$ cat config.mk
export PLATFORM = sky130hd
export DESIGN_NAME = regfile_mp
export DESIGN_NICKNAME = d
export VERILOG_FILES = /design/src/rtl/regfile_mp.sv
export SDC_FILE = /design/constraint.sdc
export NUM_CORES = 2
export LEC_CHECK = 0
export CAP_MARGIN = 20
export CORE_MARGIN = 10
export CORE_UTILIZATION = 30
export DETAILED_ROUTE_END_ITERATION = 6
export SYNTH_ARGS = -nofsm -noshare
export SYNTH_HDL_FRONTEND = slang
export SYNTH_SLANG_ARGS = --single-unit
$ cat constraint.sdc
create_clock -name clk -period 38.9 [get_ports clk]
set_input_delay 3.89 -clock clk [delete_from_list [all_inputs] [get_ports clk]]
set_output_delay 3.89 -clock clk [all_outputs]
set_load 0.05 [all_outputs]
$ cat src/rtl/regfile_mp.sv
// regfile_mp: multi-port integer register file with write-to-read
// bypass and a per-register pending-write scoreboard.
module regfile_mp #(
   parameter int unsigned DWIDTH  = 32,
   parameter int unsigned NREGS   = 32,
   parameter int unsigned NRPORTS = 2,
   parameter int unsigned NWPORTS = 2,
   parameter bit          BYPASS  = 1'b1,
   parameter logic [DWIDTH-1:0] SP_INIT = DWIDTH'(32'h0000_1000),
   localparam int unsigned AW = $clog2(NREGS),
   localparam int unsigned CW = $clog2(NREGS + 1)
) (
   input  logic                      clk,
   input  logic                      rst,
   input  logic [NRPORTS*AW-1:0]     rd_addr_i,
   output logic [NRPORTS*DWIDTH-1:0] rd_data_o,
   output logic [NRPORTS-1:0]        rd_busy_o,
   input  logic [NWPORTS-1:0]        wr_en_i,
   input  logic [NWPORTS*AW-1:0]     wr_addr_i,
   input  logic [NWPORTS*DWIDTH-1:0] wr_data_i,
   input  logic                      issue_en_i,
   input  logic [AW-1:0]             issue_rd_i,
   output logic [CW-1:0]             pending_cnt_o
);

   logic [DWIDTH-1:0] regs_q [NREGS];
   logic [DWIDTH-1:0] regs_d [NREGS];
   logic [NREGS-1:0]  pend_q, pend_d;
   logic [CW-1:0]     cnt_q, cnt_d;

   // x0 and out-of-range addresses never store, track or return anything
   function automatic logic addr_ok(input logic [AW-1:0] a);
      return (a != '0) && ({1'b0, a} < (AW+1)'(NREGS));
   endfunction

   // next storage and pending state; later write ports override earlier
   always_comb begin
      regs_d = regs_q;
      pend_d = pend_q;
      for (int w = 0; w < NWPORTS; w++) begin
         if (wr_en_i[w] && addr_ok(wr_addr_i[w*AW +: AW])) begin
            regs_d[wr_addr_i[w*AW +: AW]] = wr_data_i[w*DWIDTH +: DWIDTH];
            pend_d[wr_addr_i[w*AW +: AW]] = 1'b0;
         end
      end
      if (issue_en_i && addr_ok(issue_rd_i)) begin
         pend_d[issue_rd_i] = 1'b1;
      end
   end

   // pending counter follows the net set/clear transitions
   always_comb begin
      cnt_d = cnt_q;
      for (int i = 0; i < NREGS; i++) begin
         if (pend_d[i] && !pend_q[i]) begin
            cnt_d = cnt_d + CW'(1);
         end else if (!pend_d[i] && pend_q[i]) begin
            cnt_d = cnt_d - CW'(1);
         end
      end
   end

   // state registers with synchronous reset; x2 holds the stack pointer
   always_ff @(posedge clk) begin
      if (rst) begin
         for (int i = 0; i < NREGS; i++) begin
            regs_q[i] <= (i == 2) ? SP_INIT : '0;
         end
         pend_q <= '0;
         cnt_q  <= '0;
      end else begin
         regs_q <= regs_d;
         pend_q <= pend_d;
         cnt_q  <= cnt_d;
      end
   end

   assign pending_cnt_o = cnt_q;

   for (genvar k = 0; k < NRPORTS; k++) begin : g_rd
      logic [AW-1:0]     a;
      logic [DWIDTH-1:0] d;
      logic              b;

      assign a = rd_addr_i[k*AW +: AW];

      // read mux: stored value, overridden by highest matching writeback
      always_comb begin
         d = '0;
         b = 1'b0;
         if (addr_ok(a)) begin
            d = regs_q[a];
            b = pend_q[a];
            if (BYPASS) begin
               for (int w = 0; w < NWPORTS; w++) begin
                  if (wr_en_i[w] && (wr_addr_i[w*AW +: AW] == a)) begin
                     d = wr_data_i[w*DWIDTH +: DWIDTH];
                     b = 1'b0;
                  end
               end
            end
         end
      end

      assign rd_data_o[k*DWIDTH +: DWIDTH] = d;
      assign rd_busy_o[k] = b;
   end

endmodule

==> impl_metrics.json <==
{
  "outcome": "finished, violations left",
  "violations": "DRC",
  "postSynth.asyncResetShare": 0,
  "cp-end-kind": "flop",
  "routedWlPerCell_um": 32.42,
  "critPathSlowestCell": "nor4b_4",
  "p_sw_mw": 1.664,
  "hold_viol_final": 0,
  "clockBufferDepth": 3,
  "cts_tree": "built",
  "reg2reg_to": "pending_cnt_o[2]",
  "yosysTopAreaCellShare": 0.2943,
  "leakagePower_nw": 26.04,
  "design.die.area_um2": 260800,
  "irDropWorstVdd_uv": 140.7,
  "path_max_fanout": 16,
  "cts_max_level": 3,
  "grt_pass1_wl_um": 494100,
  "worst_pin_slew_ns": 1.300,
  "yosysTopAreaCell": "dfxtp_1",
  "crit_family": "compound AO/OA/AOI/OAI gates",
  "root_buffer": "clkbuf_16",
  "nNetsFinal": 7671,
  "numCtsBuffers": 112,
  "p_per_area_nw_per_um2": 50.92,
  "relSlewSlack": 0.1335,
  "grt.overflow.total": 0,
  "syn_to_final_growth_pct": 10.89,
  "fillCellCount": 24226,
  "arrival_ns": 35.66,
  "hold_class": "flop to flop",
  "grt_antenna_before_repair": 41,
  "die_h_um": 510.7,
  "whs_ns": 0.4833,
  "worstRegToRegCells": 137,
  "vias": 72055,
  "min_delay_path_depth": 1,
  "synthFlopType": "dfxtp_1",
  "maxCapViolations": 0,
  "drt_iter0_drc": 12022,
  "grt_setup_unrepaired": "false",
  "crit_type": "input pin to flop",
  "synth_area_per_cell_um2": 8.955,
  "fp-row-count": 180,
  "ant_nets": 0,
  "combPwrFrac": 0.441,
  "fin_tns_setup_ns": 0,
  "cp_common_cell": "ha_1",
  "routabilityCongestion": 0.9124,
  "netSwitchingFraction": 0.4080,
  "power_frac_seq": 0.278,
  "fin_skew_ns": 0.02686,
  "firstDrtPassIters": 7,
  "synth_edf_count": 0,
  "die_w_um": 510.7,
  "most-common-layout-cells": "1293 x nor2_1, 1062 x dfxtp_1, 860 x nand2_1",
  "drive_gt1_frac": 0.1608,
  "critPathBufInv": 17,
  "cts-resized-gates": 0,
  "synthTopCellsByArea": "dfxtp_1 29%, mux4_2 21%, nor2_1 6.8%, a311oi_1 6.0%, nand2_1 4.8%",
  "setup_viol": 0,
  "layout_commonest_cell": "nor2_1",
  "whs_endpoint": "regs_q[1022]",
  "wl_um": 350700,
  "ys_seq_area_frac": 0.2943,
  "numPortBuffers": 165,
  "ctsHoldBuffers": 0,
  "clock-sinks": 1062,
  "grt_max_degree": 185,
  "yosysUniqueCellTypes": 99,
  "cts_setup_buffers": 0,
  "reg2reg_from": "pending_cnt_o[0]",
  "grt_pass1_vias": 67753,
  "clkTransAtPathRegs_ns": 0.07,
  "grt_use_total": 0.2519,
  "cpPeakStageDelay_ns": 0.83,
  "start_util": 0.3009,
  "hpwl_um": 198600,
  "synthesis.area_um2": 72240,
  "ys_ff_latch": 1062,
  "min_from": "regs_q[1022]",
  "drc": 22,
  "insertion_delay_ns": 0.77,
  "pwr-share-clk": 0.281,
  "post-route-period-util": 0.9009,
  "synthCells": 8067,
  "ios": 166,
  "synth_fp_nets": 8222,
  "max_freq_mhz": 28.54,
  "period_minus_slack_ns": 35.04,
  "final_core_util": 0.3337,
  "via_per_inst": 6.660,
  "reg2reg_slack_ns": 8.04,
  "cp-start-kind": "input pin",
  "slew_violations": 0,
  "crit_required_ns": 39.52,
  "core_um2": 240100,
  "yosysWarnings": 0,
  "p_int_mw": 2.415
}
per-layer routing:
layer | routed length (um) | share of wire | global-route usage | up-vias
li1 | - | - | - | 29173
met1 | 122300 | 0.35 | 0.3008 | 35136
met2 | 146700 | 0.42 | 0.3671 | 6093
met3 | 48720 | 0.14 | 0.08805 | 1625
met4 | 32750 | 0.093 | 0.1986 | 28
met5 | 184 | 0.00052 | 0 | -
per-stage QoR:
step / worst slack, ns / instance area [um^2] / cells / power [mW]
finish: 3.856 / 80110 / 10819 / 4.079
global route: 1.416 / 80060 / 10798 / 4.293
CTS: 4.155 / 79960 / 10785 / 4.041
detailed placement: 3.470 / 76160 / 10583 / 2.908
global placement: 4.162 / 76140 / 10582 / 2.879
floorplan: 8.663 / 72240 / 8067 / 2.512
how the worst max path moves through the flow:
stage,from,depth (start not counted),to,slack (ns)
detailed placement,wr_addr_i[4],138,pending_cnt_o[2],3.47
global placement,wr_addr_i[4],137,pending_cnt_o[2],4.16
global route,wr_addr_i[2],139,pending_cnt_o[2],1.42
finish,wr_addr_i[2],138,pending_cnt_o[2],3.86
CTS,wr_addr_i[4],138,pending_cnt_o[2],4.15
floorplan,wr_addr_i[3],140,pending_cnt_o[2],8.66
flip-flops by register name, indices dropped and copies added (netlist names):
signal	flops
pend_q	32
regs_q	1024
pending_cnt_o	6
power by group through the flow:
| stage | combinational [mW] | sequential (mW) | clock [mW] |
|---|---|---|---|
| after floorplan | 1.36 | 1.15 | 0 |
| after detailed placement | 1.75 | 1.16 | 0 |
| after global placement | 1.73 | 1.15 | 0 |
| final | 1.80 | 1.13 | 1.15 |
| after CTS | 1.77 | 1.13 | 1.14 |
| after global routing | 1.97 | 1.13 | 1.19 |
cell usage after synthesis, types with 48 or more instances:
| cell type | n |
|---|---|
| o21ai_0 | 48 |
| dfxtp_1 | 1062 |
| mux2i_1 | 302 |
| mux4_2 | 659 |
| a211oi_1 | 436 |
| and2_1 | 48 |
| xnor2_1 | 130 |
| xor2_1 | 68 |
| a22oi_1 | 214 |
| nand3_1 | 301 |
| clkbuf_1 | 877 |
| a21oi_1 | 151 |
| ha_1 | 61 |
| a311oi_1 | 496 |
| nor3_1 | 153 |
| inv_1 | 84 |
| a222oi_1 | 108 |
| nor2_1 | 1314 |
| buf_1 | 149 |
| nor2b_1 | 57 |
| nand2_1 | 916 |
cell families after synthesis:
group | count (synthesis) | synth area share
buf+inv | 1128 | 0.05915
simple gates | 2993 | 0.1771
mux | 966 | 0.2481
compound gates | 1623 | 0.1761
flops | 1062 | 0.2943
fa+ha+maj | 62 | 0.01070
xor+xnor | 233 | 0.03459
area by class of cell:
type,count,area [um^2],share of cell area
multi-input combinational,5877,47300,0.5905
sequential,1062,21260,0.2654
tap,3185,3985,0.04975
timing repair buffer,376,3363,0.04198
clock buffer,160,3213,0.04011
clock inverter,42,580.6,0.007247
inverter,87,326.6,0.004077
antenna,30,75.07,0.0009371
(Power assumes the default switching activity.)
